### src/rtl/screen_ram_reader_if.sv
// screen_ram_reader_if
//   Bundles the signals between the screen RAM reader, the RAM read/write
//   port and the downstream pixel consumer.
//   Signals:
//     enable     run scanning (from control logic)
//     ram_addr   word address presented to the RAM port
//     ram_write  write strobe to the RAM port (reader never writes)
//     ram_wdata  write data to the RAM port (always zero)
//     ram_rdata  read data from the RAM, one cycle after the address is sampled
//     pix_valid  pixel available
//     pix_ready  consumer accepts the pixel
//     pix_data   pixel value, 1 = black
//     pix_sof    pixel is row 0, col 0 of a frame
//     pix_eol    pixel is the last pixel of a row
//   Modports: master = the reader, slave = RAM/consumer side.
interface screen_ram_reader_if #(
  parameter int DW = 16,
  parameter int AW = 13
);
  logic          enable;
  logic [AW-1:0] ram_addr;
  logic          ram_write;
  logic [DW-1:0] ram_wdata;
  logic [DW-1:0] ram_rdata;
  logic          pix_valid;
  logic          pix_ready;
  logic          pix_data;
  logic          pix_sof;
  logic          pix_eol;

  modport master (
    input  enable, ram_rdata, pix_ready,
    output ram_addr, ram_write, ram_wdata,
    output pix_valid, pix_data, pix_sof, pix_eol
  );

  modport slave (
    output enable, ram_rdata, pix_ready,
    input  ram_addr, ram_write, ram_wdata,
    input  pix_valid, pix_data, pix_sof, pix_eol
  );
endinterface

### src/rtl/screen_ram_reader.sv
// screen_ram_reader
//   Scans the Hack screen memory map word by word through a RAM port and
//   serialises each word into a 1-bit pixel stream with start-of-frame and
//   end-of-line markers. The consumer drains pixels with valid/ready.
//   Ports:
//     clk  clock
//     rst  asynchronous, active-high reset
//     bus  screen_ram_reader_if.master (RAM port + pixel stream + enable)
//   Parameters: DW pixels per word, AW address width, BASE word address of
//   pixel (0,0), WORDS_PER_ROW and ROWS give the frame geometry.
module screen_ram_reader #(
  parameter int DW            = 16,
  parameter int AW            = 13,
  parameter int BASE          = 0,
  parameter int WORDS_PER_ROW = 32,
  parameter int ROWS          = 256
) (
  input logic                 clk,
  input logic                 rst,
  screen_ram_reader_if.master bus
);

  localparam int WORDS = WORDS_PER_ROW * ROWS;
  localparam int FW    = (WORDS > 1) ? $clog2(WORDS) : 1;
  localparam int CW    = (WORDS_PER_ROW > 1) ? $clog2(WORDS_PER_ROW) : 1;
  localparam int BW    = (DW > 1) ? $clog2(DW) : 1;

  localparam logic [AW-1:0] BASE_A    = AW'(BASE);
  localparam logic [FW-1:0] LAST_WORD = FW'(WORDS - 1);
  localparam logic [CW-1:0] LAST_COL  = CW'(WORDS_PER_ROW - 1);
  localparam logic [BW-1:0] LAST_BIT  = BW'(DW - 1);

  typedef enum logic [1:0] {IDLE, RUN, DRAIN} state_t;

  state_t        state;
  logic [AW-1:0] addr_q;
  logic [FW-1:0] fetch_idx;
  logic [CW-1:0] fetch_col;

  // Two-stage read tracker: rd_pend = address just issued (RAM samples it
  // next edge), rd_ret = read data is on ram_rdata this cycle.
  logic          rd_pend;
  logic          rd_ret;
  logic          pend_sof;
  logic          pend_eol;

  logic [DW-1:0] shift_word;
  logic          shift_full;
  logic          shift_sof;
  logic          shift_eol;
  logic [BW-1:0] bit_idx;

  logic [DW-1:0] buf_word;
  logic          buf_full;
  logic          buf_sof;
  logic          buf_eol;

  logic accept;
  logic last_bit;
  logic in_flight;
  logic start;
  logic issue;
  logic frame_end;

  assign accept    = shift_full & bus.pix_ready;
  assign last_bit  = accept & (bit_idx == LAST_BIT);
  assign in_flight = rd_pend | rd_ret;
  assign start     = (state == IDLE) & bus.enable;
  assign frame_end = (fetch_idx == LAST_WORD);

  // With at most one read outstanding and the buffer only ever filled by a
  // returning read, an empty buffer now guarantees a landing slot later.
  assign issue = ~in_flight & ~buf_full & (start | (state == RUN));

  assign bus.ram_addr  = addr_q;
  assign bus.ram_write = 1'b0;
  assign bus.ram_wdata = '0;
  assign bus.pix_valid = shift_full;
  assign bus.pix_data  = shift_full & shift_word[bit_idx];
  assign bus.pix_sof   = shift_full & shift_sof & (bit_idx == '0);
  assign bus.pix_eol   = shift_full & shift_eol & (bit_idx == LAST_BIT);

  // Scan state machine, fetch sequencer and the shift register / one-word
  // buffer pair. Word markers are captured at issue time and travel with the
  // word, so they stay correct however far the fetch side runs ahead.
  always_ff @(posedge clk or posedge rst) begin
    if (rst) begin
      state      <= IDLE;
      addr_q     <= '0;
      fetch_idx  <= '0;
      fetch_col  <= '0;
      rd_pend    <= 1'b0;
      rd_ret     <= 1'b0;
      pend_sof   <= 1'b0;
      pend_eol   <= 1'b0;
      shift_word <= '0;
      shift_full <= 1'b0;
      shift_sof  <= 1'b0;
      shift_eol  <= 1'b0;
      bit_idx    <= '0;
      buf_word   <= '0;
      buf_full   <= 1'b0;
      buf_sof    <= 1'b0;
      buf_eol    <= 1'b0;
    end else begin
      rd_pend <= issue;
      rd_ret  <= rd_pend;

      if (issue) begin
        addr_q    <= BASE_A + AW'(fetch_idx);
        pend_sof  <= (fetch_idx == '0);
        pend_eol  <= (fetch_col == LAST_COL);
        fetch_idx <= frame_end ? '0 : fetch_idx + FW'(1);
        fetch_col <= (fetch_col == LAST_COL) ? '0 : fetch_col + CW'(1);
      end

      // enable only matters in IDLE and at the last fetch of a frame, so a
      // frame that has started always completes.
      unique case (state)
        IDLE:    if (start) state <= RUN;
        RUN:     if (issue && frame_end && !bus.enable) state <= DRAIN;
        DRAIN:   if (!shift_full && !buf_full && !in_flight) state <= IDLE;
        default: state <= IDLE;
      endcase

      if (accept) begin
        bit_idx <= last_bit ? '0 : bit_idx + BW'(1);
      end

      // Returning data refills the shift register directly when it is empty
      // or draining its last bit, which keeps pix_valid free of bubbles.
      if (rd_ret) begin
        if (!shift_full || last_bit) begin
          shift_word <= bus.ram_rdata;
          shift_full <= 1'b1;
          shift_sof  <= pend_sof;
          shift_eol  <= pend_eol;
        end else begin
          buf_word <= bus.ram_rdata;
          buf_full <= 1'b1;
          buf_sof  <= pend_sof;
          buf_eol  <= pend_eol;
        end
      end else if (last_bit) begin
        if (buf_full) begin
          shift_word <= buf_word;
          shift_sof  <= buf_sof;
          shift_eol  <= buf_eol;
          buf_full   <= 1'b0;
        end else begin
          shift_full <= 1'b0;
        end
      end
    end
  end

endmodule

### src/flat_wrapper.sv
// flat-port wrapper written by rule: the top's interface ports become plain ports
module screen_ram_reader_flat 
#(
  parameter int DW            = 16,
  parameter int AW            = 13,
  parameter int BASE          = 0,
  parameter int WORDS_PER_ROW = 32,
  parameter int ROWS          = 256
)
  (clk, rst, bus_enable, bus_ram_rdata, bus_pix_ready, bus_ram_addr, bus_ram_write, bus_ram_wdata, bus_pix_valid, bus_pix_data, bus_pix_sof, bus_pix_eol);
  screen_ram_reader_if #(.DW(DW), .AW(AW)) bus_i ();
  input logic clk;
  input logic rst;
  input wire logic [$bits(bus_i.enable)-1:0] bus_enable;
  input wire logic [$bits(bus_i.ram_rdata)-1:0] bus_ram_rdata;
  input wire logic [$bits(bus_i.pix_ready)-1:0] bus_pix_ready;
  output wire logic [$bits(bus_i.ram_addr)-1:0] bus_ram_addr;
  output wire logic [$bits(bus_i.ram_write)-1:0] bus_ram_write;
  output wire logic [$bits(bus_i.ram_wdata)-1:0] bus_ram_wdata;
  output wire logic [$bits(bus_i.pix_valid)-1:0] bus_pix_valid;
  output wire logic [$bits(bus_i.pix_data)-1:0] bus_pix_data;
  output wire logic [$bits(bus_i.pix_sof)-1:0] bus_pix_sof;
  output wire logic [$bits(bus_i.pix_eol)-1:0] bus_pix_eol;
  assign bus_i.enable = bus_enable;
  assign bus_i.ram_rdata = bus_ram_rdata;
  assign bus_i.pix_ready = bus_pix_ready;
  assign bus_ram_addr = bus_i.ram_addr;
  assign bus_ram_write = bus_i.ram_write;
  assign bus_ram_wdata = bus_i.ram_wdata;
  assign bus_pix_valid = bus_i.pix_valid;
  assign bus_pix_data = bus_i.pix_data;
  assign bus_pix_sof = bus_i.pix_sof;
  assign bus_pix_eol = bus_i.pix_eol;
  screen_ram_reader #(.DW(DW), .AW(AW), .BASE(BASE), .WORDS_PER_ROW(WORDS_PER_ROW), .ROWS(ROWS)) u_core (.clk(clk), .rst(rst), .bus(bus_i));
endmodule
### config.mk
export PLATFORM = sky130hd
export DESIGN_NAME = screen_ram_reader_flat
export DESIGN_NICKNAME = d
export VERILOG_FILES = /design/src/rtl/screen_ram_reader_if.sv /design/src/rtl/screen_ram_reader.sv /design/src/flat_wrapper.sv
export SDC_FILE = /design/constraint.sdc
export NUM_CORES = 1
export LEC_CHECK = 0
export ABC_AREA = 1
export CORE_UTILIZATION = 45
export DETAILED_ROUTE_END_ITERATION = 8
export GPL_TIMING_DRIVEN = 0
export PLACE_DENSITY = 0.66
export SYNTH_ARGS = -nofsm -noshare
export SYNTH_HDL_FRONTEND = slang
export SYNTH_SLANG_ARGS = --single-unit
### constraint.sdc
create_clock -name clk -period 2.6 [get_ports clk]
set_input_delay 0.78 -clock clk [delete_from_list [all_inputs] [get_ports clk]]
set_output_delay 0.78 -clock clk [all_outputs]
set_load 0.005 [all_outputs]
Word-level counts from Yosys, hierarchy flattened
Cells that the tools add are included.
Widths: inputs -> output; s select.
Word-level totals
  flip-flop bits (word level): 79
  input port bits: 20
  word-level logic and storage cells: 94
Cells by class
  add/subtract/negate cells: 3
  magnitude comparators: 1
  equal/unequal tests: 11
  mux-type cells: 28
  bitwise logic cells: 15
  reductions and logical operators: 19
Operator list (count)
  $mux 16: 4
  $mux 1: 16
  $add 13x1->13 const B: 1
  $eq 13x13->1 const B: 1
  $logic_not 13->1: 1
  $mux 13: 1
  $and 1x1->1: 10
  $reduce_and 3->1: 3
  $mux 2: 3
  $ne 2x1->1 const B: 3
  $ne 2x2->1 const B: 3
  $pmux 2 s3: 1
  $add 5x1->5 const B: 1
  $eq 5x5->1 const B: 1
  $lt 4x5->1 const B: 1
  $mux 5: 1
  $add 4x1->4 const B: 1
  $bmux 1 s4: 1
  $eq 4x4->1 const B: 1
  $logic_and 1x1->1: 4
  $logic_not 1->1: 4
  $logic_not 4->1: 1
  $mux 4: 1
  $reduce_and 2->1: 2
  other kinds (7): 11

Depth between registers and ports, before layout
Gate-level depths: netlist of run 1.
  depth after elaboration: 8
  gate-level depth with buffers: 9
  mapped depth without buffers: 8

Worst setup path after synthesis of run 1
Ideal clock, no wire load.
  path type: flip-flop to output port
  start point: register u_core.bit_idx[0]
  end point: output bus_pix_data
  arrival: 1170 ps
  data required time: 1820 ps
  slack: 650 ps
  stages on the path, launching flop included: 10
  cell sequence: dfrtp_1 -> buf_2 -> inv_1 -> buf_2 -> nand2_1 -> nand2_1 -> nand2_1 -> nand3_1 -> nand3_1 -> a21oi_1
On the way
  cells in the longest elaborated chain, start to end: 3
RTL lines
  start: declaration: line screen_ram_reader.sv:51  | logic [BW-1:0] bit_idx;
  start signal: assignment: line screen_ram_reader.sv:127  | bit_idx <= last_bit ? '0 : bit_idx + BW'(1);
  $bmux 1 s4: line screen_ram_reader.sv:79  | assign bus.pix_data = shift_full & shift_word[bit_idx];
  $mux 1 (not written as such): line screen_ram_reader.sv:79
  $and 1x1->1: line screen_ram_reader.sv:79
  end: declaration: line flat_wrapper.sv:21  | output wire logic [$bits(bus_i.pix_data)-1:0] bus_pix_data;
No other way between the ends. The select of a mux whose other input is x is not followed.

Final worst setup path of run 1
Same ends and word-level chain as after synthesis.

==> results.md, run 1 <==
| Group | Item | Value |
| --- | --- | --- |
| setup path | Register-to-register path setup slack | 0.75 ns |
| clock tree | Worst-case clock buffer depth | 2 |
| synth | Adder-cell area share of the yosys netlist | 1.913% |
| power and ir drop | Power Total | 0.004751 W |
| worst hold path | Path class of the lowest-slack min-delay path | reg -> reg |
| drt | Per-cell via count in the routed design | 4.823 |
| synth | Fraction of the yosys area taken by sequential cells | 50.37% |
| drt | Final wirelength | 8.299 mm |
| synth | Simple-gate area share of the yosys netlist | 21.20% |
| placed design | GPL Wtd Cong | 0.8347 |
| floorplanning | Total number of placement rows | 33 |
| synth | Share of the synthesized area in compound gates (AO/OA/AOI/OAI) | 13.32% |
| worst hold path | Worst Hold Launch | u_core.rd_pend$_DFF_PP0_ |
| drt | Detailed-routing iteration count for the pre-antenna-repair pass | 4 |
| setup path | Logic depth of the worst register-to-register path | 9 |
| clock tree | Maximum level of the CTS H-tree | 3 |
| synth | Dominant combinational cell family by area after synthesis | simple AND/OR/NAND/NOR gates |
| setup path | Arrival time at the worst endpoint | 1.68 ns |
| placed design | Count of input and output buffers | 36 |
| placed design | Minimum setup slack after placement | -0.0007615 ns |
| run status | Status | completed |
| global route | Largest net degree at the start of global routing | 43 |
| synth | Number of warnings printed during yosys synthesis | 0 |
| sta | PnR worst setup slack | 0.1368 ns |
| layout | Most frequent cells in the layout | 130 x sky130_fd_sc_hd__nand2_1, 78 x sky130_fd_sc_hd__dfrtp_1, 61 x sky130_fd_sc_hd__o21ai_0 |
| floorplanning | # IOs | 54 |
| clock tree | Clock tree from TritonCTS | built |
| clock tree | Clock root cell | sky130_fd_sc_hd__clkbuf_8 |
| floorplanning | Initial Util | 47.06% |
| clock tree | Total CTS buffers | 9 |
| drt | Post-DRT Antenna Nets | 0 |
| synth | Count of distinct cell types in the synthesized netlist | 35 |
| setup path | Largest driver fanout on the critical path | 6 |
| synth | Mean cell area of the mapped netlist | 8.351 sq um |
| sta | Shortest clock period the worst path allows after layout | 2.463 ns |
| sta | Number of failing setup endpoints in the final timing report | 0 |
| synth | Main synth FF type | sky130_fd_sc_hd__dfrtp_1 |
| synth | Area of the mapped netlist | 3925 sq um |
| setup path | Endpoint kind of the worst setup timing path | primary output |
| clock tree | Post-cts hold buffer count | 0 |
| floorplanning | Die outline area | 9100 sq um |
| setup path | Kind of start point of the critical path | flip-flop |
| floorplanning | Die Width | 95.40 microns |
| layout | Final core occ | 56.89% |
| layout | Antenna Diode Count | 0 |
| sta | Unrepaired setup endpoints after global routing | true |
| sta | Tightest Pin Transition | 0.8315 ns |
| setup path | Setup CP Type | reg -> out |
| sta | Slew headroom | 44.45% |
| clock tree | Clock latency on the worst-skew pair | 0.35 ns |
| layout | Share of final-layout standard cells stronger than drive strength 1 | 15.60% |
| worst hold path | Cell depth of the worst hold path | 0 |
| synth | Number of enable flip-flop cells after synthesis | 0 |
| synth | Share of cell area taken by muxes after synthesis | 0.2550% |
| worst hold path | End point of the most critical hold path | u_core.rd_ret$_DFF_PP0_ |
| sta | Total Negative Setup Slacks | 0 ns |
| sta | Fin. Hold Viols | 0 |
| sta | Final worst path period share | 94.74% |
| global route | GR Util All Layers | 20.54% |
| synth | Share of flip-flops with an asynchronous set or reset after synthesis | 100.0% |
| synth | XOR/XNOR share of the synthesized area | 1.116% |
| layout | Count of nets after finishing | 567 |
| synth | Number of flip-flops and latches in the synthesized netlist | 79 |
| job | Count of maximum capacitance violations | 0 |
| global route | Number of global-route vias before repair | 3169 |
| placed design | HPWL reported at the end of detailed placement | 6.055 mm |
| layout | Area growth, synth to finish | 20.88% |
| drt | Via count | 3135 |
| floorplanning | Floorplan Core Area | 8341 sq um |
| power and ir drop | Standby leakage power | 2.396 nW |
| drt | DR DRC count | 0 |
| floorplanning | Vertical extent of the die | 95.40 microns |
| global route | Total gr overflow | 0 |
| global route | Number of antenna violations at the first check in global routing | 0 |
| clock tree | Clock sink total | 79 |
| power and ir drop | Pwr dens | 1001 nW/um^2 |
| drt | Routed length per placed instance | 12.77 microns |
| setup path | WP data required | 1.82 ns |
| synth | Syn Inst Count | 470 |
| layout | Most common library cell in the layout ignoring fill and taps | sky130_fd_sc_hd__nand2_1 |
| sta | Worst hold margin | 0.4001 ns |
| setup path | Reg-to-reg startpoint | u_core.bit_idx[0]$_DFFE_PP0P_ |
| sta | Max-slew violation total from the final report | 0 |
| setup path | Critical R2R Capture | u_core.buf_word[10]$_DFFE_PP0P_ |
| power and ir drop | Worst supply voltage drop on vdd | 0.0005583 V |
| clock tree | Clock transition at path regs | 0.08 ns |
| sta | Setup Skew | 0.01184 ns |
| sta | Maximum operating frequency | 0.4060 GHz |
| drt | DRT iter0 DRCs | 155 |
| global route | Wire length of the first global-routing pass | 14.17 mm |
## through the flow
step	instances	cell area (sq um)
2_1_floorplan	486	3989
3_3_place_gp	627	4481
3_5_place_dp	628	4501
4_1_cts	648	4720
5_1_grt	650	4745
6_report	650	4745
## cells by family (layout without fill, tap and decap cells)
logic type / after synthesis / after routing
mux: 1 / 1
other cells: 1 / 17
xor+xnor: 5 / 5
flops: 79 / 79
fa+ha+maj: 6 / 6
compound gates: 89 / 89
simple gates: 196 / 196
buf+inv: 93 / 152
## Yosys cell counts (2+ instances only)
cell type                  instances  area [sq um]
sky130_fd_sc_hd__a21oi_1           5         25.02
sky130_fd_sc_hd__buf_2             6         30.03
sky130_fd_sc_hd__buf_4            19         142.6
sky130_fd_sc_hd__buf_6             4         45.04
sky130_fd_sc_hd__clkbuf_1          4         15.01
sky130_fd_sc_hd__clkbuf_2          2         10.01
sky130_fd_sc_hd__dfrtp_1          79          1977
sky130_fd_sc_hd__ha_1              6         75.07
sky130_fd_sc_hd__inv_1            57         214.0
sky130_fd_sc_hd__nand2_1         131         491.7
sky130_fd_sc_hd__nand3_1          24         120.1
sky130_fd_sc_hd__nand4_1           6         37.54
sky130_fd_sc_hd__nor2_1           20         75.07
sky130_fd_sc_hd__nor3_1            5         25.02
sky130_fd_sc_hd__o21ai_0          61         305.3
sky130_fd_sc_hd__o21ai_1           3         15.01
sky130_fd_sc_hd__o21ai_2          16         140.1
sky130_fd_sc_hd__xor2_1            5         43.79
## how the worst max path moves through the flow
stage | start | end
CTS | u_core.bit_idx[0]$_DFFE_PP0P_ | bus_pix_data
global route | u_core.bit_idx[0]$_DFFE_PP0P_ | bus_pix_data
finish | u_core.bit_idx[0]$_DFFE_PP0P_ | bus_pix_data
global placement | rst | u_core.bit_idx[0]$_DFFE_PP0P_
detailed placement | u_core.bit_idx[0]$_DFFE_PP0P_ | bus_pix_data
floorplan | u_core.bit_idx[0]$_DFFE_PP0P_ | bus_pix_data
## power breakdown
group | leakage, nW | switching (W) | internal (W)
clock network | 0.0825 | 0.000446 | 0.000343
registers | 0.962 | 0.000280 | 0.00170
logic | 1.35 | 0.00113 | 0.000847
## timing repair
action | 4_1_cts | 5_1_grt
hold endpoints to repair | 0 | 0
endpoints found under the setup margin | 3 | 2
buffers inserted | 5 | 2
pin swaps | 2 | 1
gates resized for setup | 11 | 5
## sequential cells by signal (all words and copies together), names as in the netlist
register and count:
u_core.buf_sof 1, u_core.fetch_idx 13, u_core.buf_word 16, u_core.pend_eol 1, u_core.buf_full 1, u_core.shift_word 16
u_core.shift_sof 1, u_core.rd_pend 1, u_core.bit_idx 4, u_core.fetch_col 5, u_core.buf_eol 1, u_core.bus.ram_addr 13
u_core.pend_sof 1, u_core.bus.pix_valid 1, u_core.state 2, u_core.shift_eol 1, u_core.rd_ret 1
## final cells by class
| cell class | instances | area, sq um |
|---|---|---|
| fill | 755 | 3596 |
| tap | 105 | 131.4 |
| timing repair buffer | 44 | 429.2 |
| buffer | 35 | 255.2 |
| clock buffer | 10 | 127.6 |
| clock inverter | 5 | 35.03 |
| multi-input combinational | 314 | 1567 |
| inverter | 58 | 221.5 |
| sequential | 79 | 1978 |
## routing by layer
| layer | vias to the layer above | global-route usage [%] | routed length (microns) |
|---|---|---|---|
| li1 | 1598 | - | - |
| met5 | - | 0 | 0 |
| met1 | 1469 | 25.88 | 3912 |
| met3 | 14 | 4.625 | 324 |
| met4 | 0 | 7.836 | 145 |
| met2 | 54 | 34.40 | 3916 |
## worst max-delay path, cell delays in order, from the launching register on
cell and delay [ns]:
sky130_fd_sc_hd__dfrtp_1 0.38, sky130_fd_sc_hd__buf_6 0.12, sky130_fd_sc_hd__inv_1 0.05, sky130_fd_sc_hd__buf_6 0.12, sky130_fd_sc_hd__buf_4 0.13, sky130_fd_sc_hd__nand2_1 0.06
sky130_fd_sc_hd__nand3_1 0.06, sky130_fd_sc_hd__nand3_1 0.10, sky130_fd_sc_hd__nand3_2 0.07, sky130_fd_sc_hd__a21oi_2 0.13, sky130_fd_sc_hd__buf_2 0.12
Note: power is estimated with default switching activity, not from simulation.
==> run 2, diff against run 1 <==
--- a/config.mk
+++ b/config.mk
@@ -8,8 +8,9 @@
 export ABC_AREA = 1
 export CORE_UTILIZATION = 45
 export DETAILED_ROUTE_END_ITERATION = 8
+export DONT_BUFFER_PORTS = 1
 export GPL_TIMING_DRIVEN = 0
-export PLACE_DENSITY = 0.66
+export PLACE_DENSITY = 0.58
 export SYNTH_ARGS = -nofsm -noshare
 export SYNTH_HDL_FRONTEND = slang
 export SYNTH_SLANG_ARGS = --single-unit
==> results.md, run 2 (synthesized netlist as in run 1, its figures left out) <==
| Group | Item | Value |
| --- | --- | --- |
| sta | Shortest clock period the worst path allows after layout | 2.465 ns |
| drt | DRT iter0 DRCs | 157 |
| sta | Total Negative Setup Slacks | 0 ns |
| power and ir drop | Share of total power in sequential cells | 42.5% |
| floorplanning | Initial Util | 47.06% |
| clock tree | Post-CTS setup buffer count | 0 |
| layout | Antenna Diode Count | 0 |
| sta | Final worst path period share | 94.80% |
| drt | Post-DRT Antenna Nets | 0 |
| floorplanning | Total number of placement rows | 33 |
| layout | Most common library cell in the layout ignoring fill and taps | sky130_fd_sc_hd__nand2_1 |
| setup path | Family of cells with the greatest summed delay on the critical path | buffers and inverters |
| setup path | Arrival time at the worst endpoint | 1.68 ns |
| power and ir drop | Worst supply voltage drop on vdd | 0.0005013 V |
| sta | Slew headroom | 65.70% |
| global route | GR Util All Layers | 19.77% |
| sta | Tightest Pin Transition | 0.5134 ns |
| global route | Total gr overflow | 0 |
| power and ir drop | Cell Int Power | 0.002927 W |
| clock tree | Clock sink total | 79 |
| drt | Detailed-routing iteration count for the pre-antenna-repair pass | 6 |
| setup path | Critical R2R Capture | u_core.buf_word[11]$_DFFE_PP0P_ |
| clock tree | Worst-case clock buffer depth | 2 |
| setup path | Critical path depth in cells | 9 |
| layout | Final core occ | 52.82% |
| setup path | Slowest cell on the critical path | sky130_fd_sc_hd__dfrtp_1 |
| clock tree | Clock root cell | sky130_fd_sc_hd__clkbuf_8 |
| drt | DR DRC count | 0 |
| setup path | Cell chain of the critical path | buf_2, inv_1, clkbuf_4, nand2_1, nand2_1, nand2_1, nand3_1, nand3_1, a21oi_1 |
| power and ir drop | Standby leakage power | 2.242 nW |
| layout | Share of final-layout standard cells stronger than drive strength 1 | 14.31% |
| power and ir drop | Comb pwr share | 34.3% |
| setup path | Setup CP Type | reg -> out |
| placed design | GPL Wtd Cong | 0.8186 |
| clock tree | Maximum level of the CTS H-tree | 3 |
| clock tree | Clock tree from TritonCTS | built |
| floorplanning | Floorplan Core Area | 8341 sq um |
| job | Count of maximum capacitance violations | 0 |
| setup path | Reg-to-reg startpoint | u_core.bit_idx[1]$_DFFE_PP0P_ |
| drt | Routed length per placed instance | 13.28 microns |
| drt | Via count | 2979 |
| setup path | WP data required | 1.82 ns |
| placed design | HPWL reported at the end of detailed placement | 5.883 mm |
| sta | Unrepaired setup endpoints after global routing | false |
| layout | Area growth, synth to finish | 12.24% |
| global route | Number of antenna violations at the first check in global routing | 0 |
| worst hold path | Path class of the lowest-slack min-delay path | in -> async |
| setup path | Largest driver fanout on the critical path | 10 |
| setup path | Endpoint kind of the worst setup timing path | primary output |
| setup path | Crit path largest cell delay | 0.39 ns |
| layout | # fillers | 843 |
| setup path | Logic depth of the worst register-to-register path | 8 |
| clock tree | Post-cts hold buffer count | 0 |
| global route | Largest net degree at the start of global routing | 40 |
| sta | Setup Skew | 0.01098 ns |
| power and ir drop | Switching share of power | 37.84% |
| clock tree | Clock transition at path regs | 0.09 ns |
| global route | Number of global-route vias before repair | 3000 |
| power and ir drop | Pwr dens | 1069 nW/um^2 |
| clock tree | Clock latency on the worst-skew pair | 0.35 ns |
| placed design | Count of input and output buffers | 0 |
| clock tree | Total CTS buffers | 9 |
| layout | Registers with the highest flip-flop counts | u_core.buf_word x16, u_core.shift_word x16 |
| sta | Fin. Hold Viols | 0 |
| floorplanning | Die outline area | 9100 sq um |
| power and ir drop | Part of the power in the clock network | 23.2% |
| floorplanning | # IOs | 54 |
| sta | Number of failing setup endpoints in the final timing report | 0 |
| setup path | Kind of start point of the critical path | flip-flop |
| sta | Maximum operating frequency | 0.4057 GHz |
| power and ir drop | Net load switching power | 0.001782 W |
| sta | Max-slew violation total from the final report | 0 |
| drt | Per-cell via count in the routed design | 4.900 |
| run status | Status | completed |
| setup path | Register-to-register path setup slack | 0.89 ns |
| floorplanning | Vertical extent of the die | 95.40 microns |
| layout | Most frequent cells in the layout | 131 x sky130_fd_sc_hd__nand2_1, 79 x sky130_fd_sc_hd__dfrtp_1, 61 x sky130_fd_sc_hd__o21ai_0 |
| drt | Final wirelength | 8.074 mm |
| global route | Wire length of the first global-routing pass | 13.79 mm |
| setup path | Cell mode on critical path | sky130_fd_sc_hd__nand2_1 |
| layout | Count of nets after finishing | 525 |
| layout | Cell Count, Final, Fillers Out | 608 |
| floorplanning | Die Width | 95.40 microns |
| placed design | # placed instances | 593 |
| setup path | Critical path buffers and inverters | 3 |
run 2: worst max-delay path by stage:
stage                                   endpoint  slack [ns]                           from
2_1_floorplan                       bus_pix_data        0.65  u_core.bit_idx[0]$_DFFE_PP0P_
3_3_place_gp   u_core.shift_word[15]$_DFFE_PP0P_        0.45                            rst
3_5_place_dp                        bus_pix_data        0.47  u_core.bit_idx[0]$_DFFE_PP0P_
4_1_cts                             bus_pix_data        0.07  u_core.bit_idx[0]$_DFFE_PP0P_
5_1_grt                             bus_pix_data        0.01  u_core.bit_idx[0]$_DFFE_PP0P_
6_report                            bus_pix_data        0.14  u_core.bit_idx[0]$_DFFE_PP0P_
run 2: stage by stage:
step	area (sq um)	hold WS (ns)	setup slack (ns)	total power, W
finish	4405	0.3220	0.1353	0.004709
global route	4405	0.3524	0.01010	0.005104
CTS	4403	0.3279	0.07217	0.004759
detailed placement	4168	0.3842	0.4729	0.003658
global placement	4120	0.3818	0.4472	0.003607
floorplan	3989	0.3735	0.6499	0.003229
run 2: repair_timing:
item / CTS / global route
endpoints found under the setup margin: 0 / 1
gates resized for setup: 0 / 1
endpoints found under the hold margin: 0 / 0
run 2: per-layer routing:
layer	vias to the layer above	part of all wire [%]	GRT usage, %
li1	1521	-	-
met1	1400	46	24.94
met4	0	1.5	7.463
met2	46	50	34.58
met3	12	2.5	2.472
met5	-	0	0
run 2: power groups by stage:
| stage | Sequential, W | Combinational (W) | Clock (W) |
|---|---|---|---|
| 2_1_floorplan | 0.00195 | 0.00128 | 0 |
| 6_report | 0.00200 | 0.00162 | 0.00109 |
| 3_3_place_gp | 0.00202 | 0.00159 | 0 |
| 4_1_cts | 0.00201 | 0.00164 | 0.00111 |
| 5_1_grt | 0.00206 | 0.00188 | 0.00116 |
| 3_5_place_dp | 0.00203 | 0.00163 | 0 |
run 2: layout make-up:
cell class	instances	area, sq um	area share (%)
sequential	79	1977	44.87
inverter	58	221.5	5.027
multi-input combinational	314	1548	35.13
buffer	35	245.2	5.567
timing repair buffer	2	47.55	1.079
clock inverter	5	107.6	2.442
tap	105	131.4	2.982
clock buffer	10	127.6	2.897
